`src/rtl/instr_mem_loadable_if.sv`:
```
// Fetch and program-load bus of the loadable instruction memory.
// master: processor/loader side, slave: the memory.
interface instr_mem_loadable_if #(
  parameter int unsigned DATA_W = 23,
  parameter int unsigned ADDR_W = 5
) ();
  logic              fetch_req;
  logic [ADDR_W-1:0] fetch_addr;
  logic              fetch_valid;
  logic [DATA_W-1:0] fetch_code;
  logic              prog_start;
  logic              prog_we;
  logic [DATA_W-1:0] prog_data;
  logic              prog_done;
  logic [ADDR_W-1:0] prog_ptr;
  logic              prog_full;
  logic              loading;

  modport master (
    output fetch_req, fetch_addr, prog_start, prog_we, prog_data, prog_done,
    input  fetch_valid, fetch_code, prog_ptr, prog_full, loading
  );

  modport slave (
    input  fetch_req, fetch_addr, prog_start, prog_we, prog_data, prog_done,
    output fetch_valid, fetch_code, prog_ptr, prog_full, loading
  );
endinterface

```
`src/rtl/instr_mem_loadable.sv`:
```
// Loadable instruction memory: registered fetch port plus a streaming
// program-load port, arbitrated by a RUN/LOAD controller.
// Optional macro INSTR_MEM_BOOT_PROG_EN: with DATA_W==23 and ADDR_W>=4,
// reset fills the memory with a small boot program instead of zeros.
module instr_mem_loadable #(
  parameter int unsigned DATA_W = 23,
  parameter int unsigned ADDR_W = 5
) (
  input logic                  clk,
  input logic                  resetn,
  instr_mem_loadable_if.slave  bus
);
  localparam int unsigned DEPTH = 2 ** ADDR_W;

`ifdef INSTR_MEM_BOOT_PROG_EN
  localparam bit BOOT_EN = (DATA_W == 23) && (ADDR_W >= 4);
`else
  localparam bit BOOT_EN = 1'b0;
`endif

  localparam logic [15:0] BOOT_IMM [8] = '{16'd12, 16'd9, 16'd3, 16'd20,
                                           16'd13, 16'd21, 16'd25, 16'd30};

  typedef enum logic {RUN, LOAD} state_t;

  // Reset image of one word: boot program when enabled, else NOP (0).
  function automatic logic [DATA_W-1:0] reset_word(input int unsigned a);
    logic [22:0] w;
    w = '0;
    if (a < 8) begin
      w = {4'b0001, 3'(a), BOOT_IMM[3'(a)]};
    end else begin
      case (a)
        8:       w = {4'b0010, 3'd0, 3'd4, 13'h0};
        9:       w = {4'b0010, 3'd5, 3'd7, 13'h0};
        10:      w = {4'b0010, 3'd2, 3'd1, 13'h0};
        11:      w = {4'b0011, 3'd3, 3'd0, 13'h0};
        default: w = '0;
      endcase
    end
    return BOOT_EN ? DATA_W'(w) : '0;
  endfunction

  state_t            state_q;
  logic [DATA_W-1:0] mem_q [DEPTH];
  logic [ADDR_W-1:0] ptr_q;
  logic              full_q;
  logic              valid_q;
  logic [DATA_W-1:0] code_q;

  // Controller, load pointer, fetch register and memory array.
  always_ff @(posedge clk or negedge resetn) begin
    if (!resetn) begin
      state_q <= RUN;
      ptr_q   <= '0;
      full_q  <= 1'b0;
      valid_q <= 1'b0;
      code_q  <= '0;
      for (int unsigned i = 0; i < DEPTH; i++) begin
        mem_q[i] <= reset_word(i);
      end
    end else begin
      case (state_q)
        RUN: begin
          valid_q <= bus.fetch_req;
          if (bus.fetch_req) begin
            code_q <= mem_q[bus.fetch_addr];
          end
          if (bus.prog_start) begin
            state_q <= LOAD;
            ptr_q   <= '0;
            full_q  <= 1'b0;
          end
        end
        LOAD: begin
          valid_q <= 1'b0;
          if (bus.prog_start) begin
            ptr_q  <= '0;
            full_q <= 1'b0;
          end else begin
            // A write in the same cycle as prog_done still lands before RUN.
            if (bus.prog_we) begin
              mem_q[ptr_q] <= bus.prog_data;
              ptr_q        <= ptr_q + ADDR_W'(1);
              if (ptr_q == '1) begin
                full_q  <= 1'b1;
                state_q <= RUN;
              end
            end
            if (bus.prog_done) begin
              state_q <= RUN;
            end
          end
        end
        default: state_q <= RUN;
      endcase
    end
  end

  assign bus.fetch_valid = valid_q;
  assign bus.fetch_code  = code_q;
  assign bus.prog_ptr    = ptr_q;
  assign bus.prog_full   = full_q;
  assign bus.loading     = (state_q == LOAD);
endmodule
```
`src/flat_wrapper.sv`:
```
// flat-port wrapper written by rule: the top's interface ports become plain ports
module instr_mem_loadable_flat 
#(
  parameter int unsigned DATA_W = 23,
  parameter int unsigned ADDR_W = 5
)
  (clk, resetn, bus_fetch_req, bus_fetch_addr, bus_prog_start, bus_prog_we, bus_prog_data, bus_prog_done, bus_fetch_valid, bus_fetch_code, bus_prog_ptr, bus_prog_full, bus_loading);
  instr_mem_loadable_if #(.DATA_W(DATA_W), .ADDR_W(ADDR_W)) bus_i ();
  input logic clk;
  input logic resetn;
  input wire logic [$bits(bus_i.fetch_req)-1:0] bus_fetch_req;
  input wire logic [$bits(bus_i.fetch_addr)-1:0] bus_fetch_addr;
  input wire logic [$bits(bus_i.prog_start)-1:0] bus_prog_start;
  input wire logic [$bits(bus_i.prog_we)-1:0] bus_prog_we;
  input wire logic [$bits(bus_i.prog_data)-1:0] bus_prog_data;
  input wire logic [$bits(bus_i.prog_done)-1:0] bus_prog_done;
  output wire logic [$bits(bus_i.fetch_valid)-1:0] bus_fetch_valid;
  output wire logic [$bits(bus_i.fetch_code)-1:0] bus_fetch_code;
  output wire logic [$bits(bus_i.prog_ptr)-1:0] bus_prog_ptr;
  output wire logic [$bits(bus_i.prog_full)-1:0] bus_prog_full;
  output wire logic [$bits(bus_i.loading)-1:0] bus_loading;
  assign bus_i.fetch_req = bus_fetch_req;
  assign bus_i.fetch_addr = bus_fetch_addr;
  assign bus_i.prog_start = bus_prog_start;
  assign bus_i.prog_we = bus_prog_we;
  assign bus_i.prog_data = bus_prog_data;
  assign bus_i.prog_done = bus_prog_done;
  assign bus_fetch_valid = bus_i.fetch_valid;
  assign bus_fetch_code = bus_i.fetch_code;
  assign bus_prog_ptr = bus_i.prog_ptr;
  assign bus_prog_full = bus_i.prog_full;
  assign bus_loading = bus_i.loading;
  instr_mem_loadable #(.DATA_W(DATA_W), .ADDR_W(ADDR_W)) u_core (.clk(clk), .resetn(resetn), .bus(bus_i));
endmodule
```
`config.mk`:
```
export PLATFORM = sky130hd
export DESIGN_NAME = instr_mem_loadable_flat
export DESIGN_NICKNAME = d
export VERILOG_FILES = /design/src/rtl/instr_mem_loadable_if.sv /design/src/rtl/instr_mem_loadable.sv /design/src/flat_wrapper.sv
export SDC_FILE = /design/constraint.sdc
export NUM_CORES = 1
export LEC_CHECK = 0
export ABC_AREA = 1
export CAP_MARGIN = 10
export CORE_UTILIZATION = 40
export DETAILED_ROUTE_END_ITERATION = 12
export GPL_TIMING_DRIVEN = 0
export SLEW_MARGIN = 20
export SYNTH_ARGS = -nofsm -noshare
export SYNTH_HDL_FRONTEND = slang
export SYNTH_SLANG_ARGS = --single-unit
```
`constraint.sdc`:
```
create_clock -name clk -period 3.13 [get_ports clk]
set_input_delay 0.626 -clock clk [delete_from_list [all_inputs] [get_ports clk]]
set_output_delay 0.626 -clock clk [all_outputs]
set_load 0.01 [all_outputs]
```
==> results.cfg, run 1 <==
[timing]
setup_viol = 1
fmax_ghz = 0.3194
final.period_utilization_pct = 100.0
whs_ns = 0.4280
final.min_clock_period_ns = 3.131
slew_headroom_pct = 9.522
skew_ns = 0.02692
tightest_slew_ns = 1.357
fin_ws_ns = -0.0005049
finalHoldViolations = 0
fin_setup_tns_ns = -0.0005049
rsz0062_at_grt = true
slew_violations = 0

[clocking]
insertion_delay_ns = 0.67
cts_max_level = 3
path_clk_slew_ns = 0.06
cts_setup_buffers = 0
clkSinkCount = 767
clockRootBuffer = clkbuf_16
cts_tree = done
numCtsBuffers = 86
cts_buffer_depth = 3

[global_routing]
grt.busiest_layer = met2
grt_pass1_vias = 30600
grt_antenna_before_repair = 0
grtUsageMet1_pct = 44.45
grt_overflow = 0
grt_max_degree = 97
grt_pass1_wl_um = 214700
grt_util_met3_pct = 7.638
grt.total_usage_pct = 31.94
gr-usage-met2_pct = 45.36

[route]
drtIter0Drc = 3803
vias = 32470
firstDrtPassIters = 5
ant_nets = 0
drt-wirelength-per-cell_um = 26.23
wirelength_um = 149900
avgViaCountPerCell = 5.681
drcViolationCount = 0

[critical_path]
path_class = in2reg
endpoint_kind = flop
cp_max_fo = 10
crit_required_ns = 3.72
arrival_ns = 3.72
startpoint_type = primary input

[layout]
antennaDiodeCount = 0
fin_nets = 4502
drive_gt1_share_pct = 16.78
post-route-util_pct = 46.08
area_growth_pct = 14.15

[power]
p_clk_share_pct = 43.6
p_int_mw = 17.29
swShare_pct = 27.62
ir_drop_uv = 368.9
netSwitchingPower_mw = 6.599
p_comb_share_pct = 11.6
p_leak_nw = 19.29
seqPwrFrac_pct = 44.8
p_per_area_nw_per_um2 = 565.7

[status]
status = complete, but fails checks
violations = negative setup slack

[synth]
synthFlopType = dfrtp_1
netlist.area_leader.share_pct = 51.87
yosysWarnings = 0
synth-seq-cells = 767
netlist_area_um2 = 37000
synth_area_leaders = dfrtp_1 (52%), nand2_1 (12%), a21oi_2 (8.5%)
ys_types = 31
ys_seq_area_share_pct = 51.87
synthArstFlopShare_pct = 100.0
synth-edff-count = 0
synth_cells = 4303
postSynthAreaPerCell_um2 = 8.599
yosysTopAreaCell = dfrtp_1
synth_nets = 4342

[placed_design]
hpwl_um = 107100
place_congestion = 1.017
pre_cts_slack_ns = -0.8312
port_buffers = 62

[flow_run]
cap_viol_max_count = 0

[die]
placeableCoreArea_um2 = 91660
die_y_um = 306.2
ios = 65
std_cell_rows = 111
start_util_pct = 40.37
die_w_um = 306.2
dieArea_um2 = 93730

[worst_hold_path]
hp-class = in2async
-- final timing paths --
| path | start | end | slack (ns) | cells after the start |
|---|---|---|---|---|
| max | bus_fetch_addr[2] | u_core.bus.fetch_code[1]$_DFFE_PN0P_ | -0.0005 | 9 |
| min | resetn | u_core.mem_q[454]$_DFFE_PN0P_ | 0.43 | 2 |
| max in group asynchronous | resetn | u_core.mem_q[78]$_DFFE_PN0P_ | 0.96 | 5 |
| max reg2reg | u_core.bus.loading$_DFF_PN0_ | u_core.bus.fetch_code[13]$_DFFE_PN0P_ | 0.79 | 6 |
| min in group clk | u_core.bus.fetch_code[7]$_DFFE_PN0P_ | u_core.bus.fetch_code[7]$_DFFE_PN0P_ | 0.48 | 2 |
| min reg2reg | u_core.bus.fetch_code[7]$_DFFE_PN0P_ | u_core.bus.fetch_code[7]$_DFFE_PN0P_ | 0.48 | 2 |
-- cell families (layout without fill, tap and decap cells) --
logic type | count (synthesis) | in the layout | synth area share, %
xor+xnor | 1 | 1 | 0.02367
simple gates | 2380 | 2380 | 27.88
fa+ha+maj | 5 | 5 | 0.1691
buf+inv | 407 | 633 | 6.360
flops | 767 | 767 | 51.87
compound gates | 743 | 743 | 13.70
-- cell usage after synthesis (2+ instances only) --
cell and count:
dfrtp_1 767, nor2_1 508, o21ai_1 82, nand3_1 623
nand2_2 7, inv_6 4, nor3_1 3, nor3_2 2
buf_2 95, nor2_8 26, buf_1 16, inv_4 2
nand4_4 4, buf_4 9, nand2_1 1201, a21oi_1 148
o21ai_0 152, a21oi_2 359, ha_1 5, clkbuf_1 155
inv_1 37, buf_6 83, nand3_4 4, inv_2 4
-- cell usage in the layout, fill, tap and decap left out, types with 2 or more instances in the layout --
cell type / synthesis / routed
nand4_4: 4 / 4
buf_8: 1 / 2
nor2_1: 508 / 508
buf_6: 83 / 83
buf_4: 9 / 9
nor3_1: 3 / 3
ha_1: 5 / 5
inv_4: 2 / 2
clkbuf_16: 0 / 89
o21ai_1: 82 / 82
buf_1: 16 / 15
nand2_2: 7 / 7
clkinvlp_4: 0 / 3
inv_1: 37 / 37
clkbuf_1: 155 / 163
inv_6: 4 / 8
o21ai_0: 152 / 152
nand3_1: 623 / 623
nand2_1: 1201 / 1201
buf_2: 95 / 95
a21oi_2: 359 / 359
nor2_8: 26 / 26
inv_2: 4 / 4
clkbuf_8: 0 / 23
a21oi_1: 148 / 148
clkbuf_2: 0 / 9
buf_16: 0 / 9
nand3_4: 4 / 4
dfrtp_1: 767 / 767
bufinv_16: 0 / 4
clkdlybuf4s50_1: 0 / 61
nor3_2: 2 / 2
clkinv_2: 0 / 15
-- final cells by class --
type	instances	area, um2
inverters	48	219.0
fillers	9204	49420
clock buffers	128	2604
well taps	1186	1484
flip-flops and latches	767	19190
multi-input cells	3129	15460
clock inverters	26	252.7
repair buffers	72	883.3
plain buffers	359	2146
-- per-layer routing --
metal	routed length, um	up-vias
met5	0	-
met4	9968	0
met3	14720	348
met2	61870	1651
met1	63360	16040
li1	-	14430
-- worst max-delay path, cell delays in order --
cell and delay (ns):
clkdlybuf4s50_1 0.65, clkbuf_1 0.67, clkbuf_1 0.78, nand3_1 0.33
nand2_1 0.15, nand2_1 0.06, nand3_1 0.09, nand3_1 0.23
nand2_1 0.12
-- stage by stage --
stage	area (um2)	power, mW	instances
detailed placement	39360	13.57	5560
floorplan	37000	12.26	4303
CTS	42230	23.88	5715
global placement	39110	13.53	5551
global route	42240	24.55	5715
finish	42240	23.89	5715
-- power groups by stage --
stage               sequential [mW]  combinational, mW  clock [mW]
floorplan                      10.8               1.43           0
global placement               10.9               2.63           0
detailed placement             10.9               2.71           0
CTS                            10.7               2.72        10.5
global route                   10.7               2.95        10.9
finish                         10.7               2.77        10.4
-- sequential cells by signal (all words and copies together) (netlist names) --
register / cells
u_core.bus.fetch_code: 23
u_core.bus.fetch_valid: 1
u_core.bus.loading: 1
u_core.bus.prog_full: 1
u_core.bus.prog_ptr: 5
u_core.mem_q: 736
-- what timing repair did --
item | in CTS | in global routing
gates resized for setup | 1 | 11
hold endpoints to repair | 30 | 0
hold buffers | 1 | 0
pin swaps | 0 | 0
endpoints found under the setup margin | 7 | 8
No activity file was read; power rests on OpenSTA's default activity.
==> run 2, diff against run 1 <==
Settings changed: CORE_UTILIZATION 40 to 45, CTS_CLUSTER_SIZE set to 8.
==> run 2 against run 1 <==
The run still ends with negative setup slack left; clock skew grew 0.0037 ns; worst hold slack gained 0.024 ns; worst setup slack lost 0.057 ns; combinational power is essentially flat; via count shrank 1.2%; sequential power is essentially flat; sequential cell count is the same; routed wire length shrank 0.15%; die area shrank 11%.
==> results.cfg, run 2 (synthesis results as in run 1) <==
[die]
die_w_um = 288.8
ios = 65
die_y_um = 288.8
dieArea_um2 = 83380
placeableCoreArea_um2 = 80940
start_util_pct = 45.72
std_cell_rows = 104

[clocking]
path_clk_slew_ns = 0.05
clockRootBuffer = clkbuf_16
insertion_delay_ns = 0.68
cts_buffer_depth = 3
clkSinkCount = 767
cts_setup_buffers = 0
numCtsBuffers = 105
cts_max_level = 3
cts_tree = done

[layout]
stdcell_area_um2 = 41990
fin_nets = 4521
regArea_um2 = 19190
fillers = 7911
final_cell_mix = nand2_1 (1201), dfrtp_1 (767), nand3_1 (623)
largest_reg_flops = 736
drive_gt1_share_pct = 16.27
final_common_cell = nand2_1
antennaDiodeCount = 0
multi_input_area_um2 = 15460
area_growth_pct = 13.48
regMostFlops = u_core.mem_q

[critical_path]
path_cells = clkdlybuf4s50_1, inv_1, clkbuf_1, clkbuf_1, nand3_1, nand2_1, nand2_1, nand3_1, nand3_1, nand2_1
endpoint_kind = flop
rrSetupSlack_ns = 0.72
crit_required_ns = 3.73
path_class = in2reg
startpoint_type = primary input
cp_max_fo = 10
crit_path_top_delay_cell = clkbuf_1
cpLargestDelayFamily = buffers and inverters
cp_num_buf_inv = 4
arrival_ns = 3.79
critPathMaxStageDelay_ns = 0.91

[placed_design]
hpwl_um = 106300
postPlaceCellArea_um2 = 39200
pre_cts_slack_ns = -0.5854
port_buffers = 62
place_congestion = 1.020

[power]
p_per_area_nw_per_um2 = 566.9
finalPower_mw = 23.80
p_leak_nw = 19.23
ir_drop_uv = 428.7

[timing]
skew_ns = 0.03060
fin_ws_ns = -0.05754
tightest_slew_ns = 1.242
fmax_ghz = 0.3137
finalHoldViolations = 0
slew_violations = 0
slew_headroom_pct = 17.22
final.min_clock_period_ns = 3.188
whs_ns = 0.4517
rsz0062_at_grt = false
final.period_utilization_pct = 101.8
setup_viol = 5

[route]
drtIter0Drc = 3539
drcViolationCount = 0
ant_nets = 0
vias = 32090
avgViaCountPerCell = 5.783
firstDrtPassIters = 5
wirelength_um = 149700
drt-wirelength-per-cell_um = 26.98

[global_routing]
grt_max_degree = 97
grt_antenna_before_repair = 1
grt.total_usage_pct = 36.28
grt_pass1_wl_um = 214900
grt_overflow = 0
grt_pass1_vias = 30860

[flow_run]
cap_viol_max_count = 0

[status]
violations = negative setup slack
status = complete, but fails checks

[worst_hold_path]
hp-class = in2async
-- run 2: changes by cell type in the layout (fill, tap and decap cells not counted), sizes merged --
cell and change:
clkinv -14, clkbuf -19, bufinv -4, clkinvlp -3, inv -1
-- run 2: layout make-up --
cell class	instances	area share, %
timing repair buffer	72	2.104
clock buffer	109	6.445
sequential	767	45.71
inverter	48	0.5214
multi-input combinational	3129	36.81
clock inverter	4	0.1609
buffer	359	5.098
tap	1060	3.158
-- run 2: timing repair --
action	CTS	global route
hold endpoints to repair	43	0
endpoints found under the setup margin	0	1
gates resized for setup	0	3
hold buffers	1	0
-- run 2: worst paths after layout --
kind,from,endpoint,cells past startpoint
worst max-delay path,bus_fetch_addr[2],u_core.bus.fetch_code[14]$_DFFE_PN0P_,10
worst min-delay path,resetn,u_core.bus.prog_full$_DFFE_PN0P_,2
worst max register to register,u_core.bus.prog_ptr[4]$_DFFE_PN0P_,u_core.mem_q[306]$_DFFE_PN0P_,7
worst min register to register,u_core.bus.fetch_code[4]$_DFFE_PN0P_,u_core.bus.fetch_code[4]$_DFFE_PN0P_,2
max in group asynchronous,resetn,u_core.mem_q[442]$_DFFE_PN0P_,5
min in group clk,u_core.bus.fetch_code[4]$_DFFE_PN0P_,u_core.bus.fetch_code[4]$_DFFE_PN0P_,2
-- run 2: stage by stage --
| stage | utilization (%) | TNS [ns] | instances |
|---|---|---|---|
| global route | 51.88 | 0 | 5548 |
| detailed placement | 48.44 | -10.41 | 5434 |
| floorplan | - | 0 | 4303 |
| finish | 51.88 | -0.1503 | 5548 |
| global placement | 48.12 | - | 5425 |
| CTS | 51.88 | 0 | 5548 |
-- run 2: power breakdown --
part / internal, mW / switching [mW]
Clock: 6.01 / 4.32
Combinational: 0.810 / 1.95
Sequential: 10.4 / 0.273
-- run 2: routing by layer --
metal	share of wire (%)	global-route usage, %
met3	9.6	8.152
met2	42	52.14
met4	6.5	21.00
met1	42	50.26
met5	0	0
